===== src/rtl/pulse_cmd_sender_if.sv =====
// pulse_cmd_sender_if: command handshake, result and byte-UART bundle.
// master is the sender's view, slave is the host/UART side.
`timescale 1ns/1ps
interface pulse_cmd_sender_if;
    logic        cmd_valid;
    logic        cmd_ready;
    logic [7:0]  cmd_ctrl;
    logic [31:0] cmd_data;
    logic        transmit;
    logic [7:0]  tx_byte;
    logic        is_transmitting;
    logic        received;
    logic [7:0]  rx_byte;
    logic        recv_error;
    logic        done;
    logic        ack_ok;
    logic        ack_err;
    logic        ack_timeout;
    logic [7:0]  ack_byte;
    logic [3:0]  attempts;

    modport master (
        input  cmd_valid,
        input  cmd_ctrl,
        input  cmd_data,
        input  is_transmitting,
        input  received,
        input  rx_byte,
        input  recv_error,
        output cmd_ready,
        output transmit,
        output tx_byte,
        output done,
        output ack_ok,
        output ack_err,
        output ack_timeout,
        output ack_byte,
        output attempts
    );

    modport slave (
        output cmd_valid,
        output cmd_ctrl,
        output cmd_data,
        output is_transmitting,
        output received,
        output rx_byte,
        output recv_error,
        input  cmd_ready,
        input  transmit,
        input  tx_byte,
        input  done,
        input  ack_ok,
        input  ack_err,
        input  ack_timeout,
        input  ack_byte,
        input  attempts
    );
endinterface


===== src/rtl/pulse_cmd_sender.sv =====
// pulse_cmd_sender: sends ctrl + 32-bit value as 5 UART bytes, checks the echo.
// Define PULSE_CMD_RETRY_EN to resend failed frames up to MAX_RETRY times.
`timescale 1ns/1ps
module pulse_cmd_sender #(
    parameter int unsigned TIMEOUT_CYCLES = 2000000,
    parameter int unsigned MAX_RETRY      = 2
) (
    input  logic               clk,
    input  logic               rst,
    pulse_cmd_sender_if.master bus
);

`ifdef PULSE_CMD_RETRY_EN
    localparam bit RETRY_EN = 1'b1;
`else
    localparam bit RETRY_EN = 1'b0;
`endif

    typedef enum logic [2:0] {
        IDLE,
        SEND,
        SEND_START,
        SEND_WAIT,
        RX_WAIT,
        DONE
    } state_t;

    state_t      state_q, state_nx;
    logic [7:0]  ctrl_q, ctrl_nx;
    logic [31:0] data_q, data_nx;
    logic [7:0]  chk_q, chk_nx;
    logic [2:0]  idx_q, idx_nx;
    logic [31:0] tmo_q, tmo_nx;
    logic        ok_q, ok_nx;
    logic        err_q, err_nx;
    logic        to_q, to_nx;
    logic [7:0]  abyte_q, abyte_nx;
    logic [3:0]  att_q, att_nx;

    logic        rx_fin;
    logic        rx_fail;
    logic        rx_match;
    logic        tx_fire;
    logic [7:0]  cur_byte;

    always_ff @(posedge clk) begin
        if (rst) begin
            state_q <= IDLE;
            ctrl_q  <= 8'h00;
            data_q  <= 32'h0;
            chk_q   <= 8'h00;
            idx_q   <= 3'd0;
            tmo_q   <= 32'h0;
            ok_q    <= 1'b0;
            err_q   <= 1'b0;
            to_q    <= 1'b0;
            abyte_q <= 8'h00;
            att_q   <= 4'd0;
        end else begin
            state_q <= state_nx;
            ctrl_q  <= ctrl_nx;
            data_q  <= data_nx;
            chk_q   <= chk_nx;
            idx_q   <= idx_nx;
            tmo_q   <= tmo_nx;
            ok_q    <= ok_nx;
            err_q   <= err_nx;
            to_q    <= to_nx;
            abyte_q <= abyte_nx;
            att_q   <= att_nx;
        end
    end

    // Data bytes go out LSB first, control byte last.
    always_comb begin
        cur_byte = ctrl_q;
        unique case (idx_q)
            3'd0:    cur_byte = data_q[7:0];
            3'd1:    cur_byte = data_q[15:8];
            3'd2:    cur_byte = data_q[23:16];
            3'd3:    cur_byte = data_q[31:24];
            default: cur_byte = ctrl_q;
        endcase
    end

    assign rx_match = !bus.recv_error && (bus.rx_byte == chk_q);

    always_comb begin
        state_nx = state_q;
        ctrl_nx  = ctrl_q;
        data_nx  = data_q;
        chk_nx   = chk_q;
        idx_nx   = idx_q;
        tmo_nx   = tmo_q;
        ok_nx    = ok_q;
        err_nx   = err_q;
        to_nx    = to_q;
        abyte_nx = abyte_q;
        att_nx   = att_q;
        rx_fin   = 1'b0;
        rx_fail  = 1'b0;

        unique case (state_q)
            IDLE: begin
                if (bus.cmd_valid) begin
                    ctrl_nx  = bus.cmd_ctrl;
                    data_nx  = bus.cmd_data;
                    chk_nx   = bus.cmd_data[7:0]
                             + bus.cmd_data[15:8]
                             + bus.cmd_data[23:16]
                             + bus.cmd_data[31:24];
                    idx_nx   = 3'd0;
                    att_nx   = 4'd1;
                    ok_nx    = 1'b0;
                    err_nx   = 1'b0;
                    to_nx    = 1'b0;
                    abyte_nx = 8'h00;
                    state_nx = SEND;
                end
            end
            SEND: begin
                if (!bus.is_transmitting) begin
                    state_nx = SEND_START;
                end
            end
            SEND_START: begin
                state_nx = SEND_WAIT;
            end
            SEND_WAIT: begin
                if (!bus.is_transmitting) begin
                    if (idx_q == 3'd4) begin
                        tmo_nx   = 32'h0;
                        state_nx = RX_WAIT;
                    end else begin
                        idx_nx   = idx_q + 3'd1;
                        state_nx = SEND;
                    end
                end
            end
            RX_WAIT: begin
                tmo_nx = tmo_q + 32'd1;
                // A byte arriving on the timeout cycle takes priority.
                if (bus.received) begin
                    abyte_nx = bus.rx_byte;
                    ok_nx    = rx_match;
                    err_nx   = !rx_match;
                    to_nx    = 1'b0;
                    rx_fin   = 1'b1;
                    rx_fail  = !rx_match;
                end else if (tmo_q == TIMEOUT_CYCLES - 32'd1) begin
                    abyte_nx = 8'h00;
                    ok_nx    = 1'b0;
                    err_nx   = 1'b1;
                    to_nx    = 1'b1;
                    rx_fin   = 1'b1;
                    rx_fail  = 1'b1;
                end
                if (rx_fin) begin
                    if (RETRY_EN && rx_fail &&
                        ({28'd0, att_q} <= MAX_RETRY)) begin
                        idx_nx   = 3'd0;
                        att_nx   = att_q + 4'd1;
                        state_nx = SEND;
                    end else begin
                        state_nx = DONE;
                    end
                end
            end
            DONE: begin
                state_nx = IDLE;
            end
            default: begin
                state_nx = IDLE;
            end
        endcase
    end

    assign tx_fire         = (state_q == SEND) && !bus.is_transmitting;
    assign bus.transmit    = tx_fire;
    assign bus.tx_byte     = tx_fire ? cur_byte : 8'h00;
    assign bus.cmd_ready   = (state_q == IDLE);
    assign bus.done        = (state_q == DONE);
    assign bus.ack_ok      = ok_q;
    assign bus.ack_err     = err_q;
    assign bus.ack_timeout = to_q;
    assign bus.ack_byte    = abyte_q;
    assign bus.attempts    = att_q;

endmodule


===== src/flat_wrapper.sv =====
// flat-port wrapper written by rule: the top's interface ports become plain ports
module pulse_cmd_sender_flat 
#(
    parameter int unsigned TIMEOUT_CYCLES = 2000000,
    parameter int unsigned MAX_RETRY      = 2
)
  (clk, rst, bus_cmd_valid, bus_cmd_ctrl, bus_cmd_data, bus_is_transmitting, bus_received, bus_rx_byte, bus_recv_error, bus_cmd_ready, bus_transmit, bus_tx_byte, bus_done, bus_ack_ok, bus_ack_err, bus_ack_timeout, bus_ack_byte, bus_attempts);
  pulse_cmd_sender_if bus_i ();
  input  logic clk;
  input  logic rst;
  input wire logic [$bits(bus_i.cmd_valid)-1:0] bus_cmd_valid;
  input wire logic [$bits(bus_i.cmd_ctrl)-1:0] bus_cmd_ctrl;
  input wire logic [$bits(bus_i.cmd_data)-1:0] bus_cmd_data;
  input wire logic [$bits(bus_i.is_transmitting)-1:0] bus_is_transmitting;
  input wire logic [$bits(bus_i.received)-1:0] bus_received;
  input wire logic [$bits(bus_i.rx_byte)-1:0] bus_rx_byte;
  input wire logic [$bits(bus_i.recv_error)-1:0] bus_recv_error;
  output wire logic [$bits(bus_i.cmd_ready)-1:0] bus_cmd_ready;
  output wire logic [$bits(bus_i.transmit)-1:0] bus_transmit;
  output wire logic [$bits(bus_i.tx_byte)-1:0] bus_tx_byte;
  output wire logic [$bits(bus_i.done)-1:0] bus_done;
  output wire logic [$bits(bus_i.ack_ok)-1:0] bus_ack_ok;
  output wire logic [$bits(bus_i.ack_err)-1:0] bus_ack_err;
  output wire logic [$bits(bus_i.ack_timeout)-1:0] bus_ack_timeout;
  output wire logic [$bits(bus_i.ack_byte)-1:0] bus_ack_byte;
  output wire logic [$bits(bus_i.attempts)-1:0] bus_attempts;
  assign bus_i.cmd_valid = bus_cmd_valid;
  assign bus_i.cmd_ctrl = bus_cmd_ctrl;
  assign bus_i.cmd_data = bus_cmd_data;
  assign bus_i.is_transmitting = bus_is_transmitting;
  assign bus_i.received = bus_received;
  assign bus_i.rx_byte = bus_rx_byte;
  assign bus_i.recv_error = bus_recv_error;
  assign bus_cmd_ready = bus_i.cmd_ready;
  assign bus_transmit = bus_i.transmit;
  assign bus_tx_byte = bus_i.tx_byte;
  assign bus_done = bus_i.done;
  assign bus_ack_ok = bus_i.ack_ok;
  assign bus_ack_err = bus_i.ack_err;
  assign bus_ack_timeout = bus_i.ack_timeout;
  assign bus_ack_byte = bus_i.ack_byte;
  assign bus_attempts = bus_i.attempts;
  pulse_cmd_sender #(.TIMEOUT_CYCLES(TIMEOUT_CYCLES), .MAX_RETRY(MAX_RETRY)) u_core (.clk(clk), .rst(rst), .bus(bus_i));
endmodule

===== config.mk =====
export PLATFORM = sky130hd
export DESIGN_NAME = pulse_cmd_sender_flat
export DESIGN_NICKNAME = d
export VERILOG_FILES = /design/src/rtl/pulse_cmd_sender_if.sv /design/src/rtl/pulse_cmd_sender.sv /design/src/flat_wrapper.sv
export SDC_FILE = /design/constraint.sdc
export NUM_CORES = 1
export LEC_CHECK = 0
export ABC_AREA = 1
export ABC_CLOCK_PERIOD_IN_PS = 2400
export BUFFER_PORTS_ARGS = -buffer_cell sky130_fd_sc_hd__buf_2
export CELL_PAD_IN_SITES_DETAIL_PLACEMENT = 1
export CELL_PAD_IN_SITES_GLOBAL_PLACEMENT = 1
export CORE_MARGIN = 4
export CORE_UTILIZATION = 38
export CTS_BUF_LIST = sky130_fd_sc_hd__clkbuf_4
export DETAILED_ROUTE_END_ITERATION = 10
export GPL_TIMING_DRIVEN = 0
export PLACE_DENSITY_LB_ADDON = 0.1
export SLEW_MARGIN = 20
export SYNTH_ARGS = -nofsm -noshare
export SYNTH_HDL_FRONTEND = slang
export SYNTH_SLANG_ARGS = --single-unit

===== constraint.sdc =====
create_clock -name clk -period 2.4 [get_ports clk]
set_input_delay 0.12 -clock clk [delete_from_list [all_inputs] [get_ports clk]]
set_output_delay 0.12 -clock clk [all_outputs]
set_load 0.03 [all_outputs]

==> impl_metrics.env <==
export IMPL_timing_max_cap_violations=0
export IMPL_setup_violations_final=0
export IMPL_clock_skew_final_ns=0.0220
export IMPL_finalHoldWorstSlack_ns=0.0923
export IMPL_clockRootBuffer="sky130_fd_sc_hd__clkbuf_4"
export IMPL_start_kind="flop"
export IMPL_ir_drop_mv=0.302
export IMPL_critPathMostFrequentCell="sky130_fd_sc_hd__buf_6"
export IMPL_tritoncts="yes"
export IMPL_placementRows=44
export IMPL_io_pins=80
export IMPL_die_w_microns=131
export IMPL_timing_critical_path_buf_inv=4
export IMPL_final_hold_violation_count=0
export IMPL_fmax_mhz=419
export IMPL_cp_data_arrival_time_ns=2.27
export IMPL_yosysTopAreaCell="sky130_fd_sc_hd__dfxtp_1"
export IMPL_number_of_flops_mapped_to_enable_cells_by_yosys=0
export IMPL_synthDistinctLibCells=39
export IMPL_critPathMaxFanout=8
export IMPL_slew_headroom=0.579
export IMPL_power_leakage_uw=0.00321
export IMPL_critical_path_endpoint_type="primary output"
export IMPL_grt_setup_unrepaired="yes"
export IMPL_wl_per_cell_microns=17.1
export IMPL_min_period_ns=2.39
export IMPL_fin_setup_tns_ns=0
export IMPL_nets=1103
export IMPL_post_drt_via_cell_ratio=5.09
export IMPL_via_count=6165
export IMPL_nFillCells=1992
export IMPL_synth_top_area_share=0.339
export IMPL_synth_area_sq_um=5790
export IMPL_antenna_found_initial=1
export IMPL_fraction_of_synthesis_flops_using_an_asynchronous_set_or_reset_pin=0
export IMPL_ys_dominant_reg_cell="sky130_fd_sc_hd__dfxtp_1"
export IMPL_critPathSlowestCell="sky130_fd_sc_hd__dfxtp_2"
export IMPL_regToRegStartpoint="u_core.tmo_q[0]"
export IMPL_die_area_sq_um=17300
export IMPL_drt_pass_1_iters=4
export IMPL_grt_pass1_vias=6481
export IMPL_yosysWarningCount=0
export IMPL_run_status="completed"
export IMPL_cp_max_stage_delay_ns=0.38
export IMPL_detail_route_drc_violations=0
export IMPL_cts_h_tree_depth=3
export IMPL_final_antenna_net_count=0
export IMPL_yosys_cell_count_top_type="sky130_fd_sc_hd__nand2_1"
export IMPL_synth_area_top_cells="sky130_fd_sc_hd__dfxtp_1 (34%), sky130_fd_sc_hd__nand2_1 (14%), sky130_fd_sc_hd__inv_1 (7.8%)"
export IMPL_grt_max_degree=21
export IMPL_netlist_instances=878
export IMPL_yosys_register_bits=98
export IMPL_source_to_sink_clock_delay_at_the_later_pin_of_the_worst_skew_pair_ns=0.50
export IMPL_cp_data_required_time_ns=2.28
export IMPL_die_h_microns=131
export IMPL_final_layout_size_suffix_gt1_frac=0.181
export IMPL_worst_path_dominant_cell_family="buffers and inverters"
export IMPL_start_util=0.393
export IMPL_synth_commonest_cells="sky130_fd_sc_hd__nand2_1 (219), sky130_fd_sc_hd__inv_1 (121), sky130_fd_sc_hd__nor2_1 (118)"
export IMPL_grt_pass1_wl_mm=32.6
export IMPL_p_per_area_nw_per_um2=547
export IMPL_dp_slack_ns=-0.307
export IMPL_place_detailed_hpwl_mm=14.5
export IMPL_coreArea_sq_um=14800
export IMPL_clockBufferDepth=2
export IMPL_post_synth_cell_area_avg_sq_um=6.60
export IMPL_critical_path_startpoint="u_core.idx_q[1]"
export IMPL_worst_pin_slew_ns=0.631
export IMPL_clk_pin_slew_worst_paths_ns=0.19
export IMPL_final_max_slew_violation_count=0
export IMPL_hold_path_startpoint="rst"
export IMPL_wl_mm=20.8
export IMPL_post_layout_nonfiller_instances=1212
export IMPL_synth_sequential_area_ratio=0.339
export IMPL_dp_cells=1139
export IMPL_final_critical_path_setup_slack_ns=0.0140
export IMPL_final_period_utilization=0.994
export IMPL_first_iter_violations=228
export IMPL_global_route_usage_total=0.233
export IMPL_gp_congestion=0.829
export IMPL_worstPathCellList="buf_6, ha_4, nand2_4, clkinvlp_4, nor4_4, buf_6, nand2_2, a21oi_2, buf_6"
export IMPL_area_growth_syn_to_layout_pct=28.0
export IMPL_holdCritPathClass="input port to flop"
export IMPL_cts_buffers_inserted=9
export IMPL_worst_setup_path_type="flop to primary output"
export IMPL_port_buffer_count=75
export IMPL_cts_sinks=98
export IMPL_global_route_overflow_total=0
==> registers in the layout (all words and copies together), names as in the netlist <==
| name | cells |
|---|---|
| u_core.data_q | 32 |
| u_core.bus.ack_err | 1 |
| u_core.bus.ack_timeout | 1 |
| u_core.tmo_q | 32 |
| u_core.bus.ack_byte | 8 |
| u_core.idx_q | 3 |
| u_core.bus.attempts | 1 |
| u_core.state_q | 3 |
| u_core.ctrl_q | 8 |
| u_core.chk_q | 8 |
| u_core.bus.ack_ok | 1 |
==> area by class of cell <==
| class | instances | area (sq um) | share of cell area |
|---|---|---|---|
| inverters | 126 | 477 | 0.0643 |
| plain buffers | 28 | 155 | 0.0209 |
| multi-input cells | 627 | 3420 | 0.462 |
| well taps | 184 | 230 | 0.0310 |
| clock buffers | 9 | 67.6 | 0.00911 |
| repair buffers | 132 | 1010 | 0.137 |
| clock inverters | 7 | 78.8 | 0.0106 |
| diodes | 1 | 2.50 | 0.000337 |
| flip-flops and latches | 98 | 1970 | 0.265 |
==> layout by cell type (no fill, tap or decap), types with 9 or more instances in the layout <==
cell	count
sky130_fd_sc_hd__a21oi_1	74
sky130_fd_sc_hd__dfxtp_1	95
sky130_fd_sc_hd__nand3_1	50
sky130_fd_sc_hd__clkbuf_4	9
sky130_fd_sc_hd__dlygate4sd3_1	49
sky130_fd_sc_hd__nand2_1	210
sky130_fd_sc_hd__inv_1	112
sky130_fd_sc_hd__a21oi_2	9
sky130_fd_sc_hd__o21ai_0	60
sky130_fd_sc_hd__buf_4	10
sky130_fd_sc_hd__inv_2	13
sky130_fd_sc_hd__clkbuf_1	11
sky130_fd_sc_hd__nand2_2	12
sky130_fd_sc_hd__buf_6	13
sky130_fd_sc_hd__nor2_1	117
sky130_fd_sc_hd__buf_2	75
sky130_fd_sc_hd__fa_1	11
==> per-stage QoR <==
| step | total power [uW] | util | instance area [sq um] |
|---|---|---|---|
| after floorplan | 2550 | - | 5800 |
| after global placement | 2850 | 0.434 | 6410 |
| after detailed placement | 2870 | 0.434 | 6410 |
| after CTS | 3920 | 0.487 | 7190 |
| after global routing | 4290 | 0.503 | 7420 |
| final | 4060 | 0.503 | 7420 |
==> where the power goes <==
| group | internal, uW | switching (uW) | leakage [uW] |
|---|---|---|---|
| Combinational | 516 | 760 | 0.00233 |
| Sequential | 1750 | 81.5 | 0.000803 |
| Clock | 253 | 695 | 0.0000794 |
| Total | 2520 | 1540 | 0.00321 |
==> per-layer routing <==
metal | GRT usage | part of all wire | up-vias
met5 | 0 | 0 | -
met3 | 0.0409 | 0.035 | 33
met1 | 0.259 | 0.39 | 2939
met4 | 0.0799 | 0.028 | 0
li1 | - | - | 3064
met2 | 0.446 | 0.54 | 129
==> tightest hold or removal path: stages <==
cell	delay, ns
sky130_fd_sc_hd__buf_2	0.13
sky130_fd_sc_hd__inv_1	0.10
sky130_fd_sc_hd__nand2_1	0.16
sky130_fd_sc_hd__nor3b_1	0.07
==> repair_timing <==
| item | in CTS | in global routing |
|---|---|---|
| buffers inserted | 5 | 5 |
| pin swaps | 2 | 21 |
| hold buffers | 49 | 0 |
| endpoints found under the hold margin | 50 | 0 |
| resized for setup | 22 | 53 |
| endpoints found under the setup margin | 8 | 12 |
==> kinds of logic after synthesis <==
| logic type | after synthesis | synth area share |
|---|---|---|
| simple gates | 426 | 0.313 |
| compound gates | 161 | 0.147 |
| buf+inv | 155 | 0.109 |
| flops | 98 | 0.339 |
| fa+ha+maj | 27 | 0.0764 |
| xor+xnor | 10 | 0.0151 |
| other cells | 1 | 0.000647 |
==> final timing paths <==
| kind | slack (ns) | endpoint | depth (start not counted) |
|---|---|---|---|
| worst min register to register | 0.47 | u_core.data_q[13] | 2 |
| worst max register to register | 0.51 | u_core.bus.ack_byte[1] | 10 |
| worst min-delay path | 0.09 | u_core.tmo_q[0] | 4 |
| worst max-delay path | 0.01 | bus_tx_byte[0] | 9 |
Power figures use the tool's default switching activity.
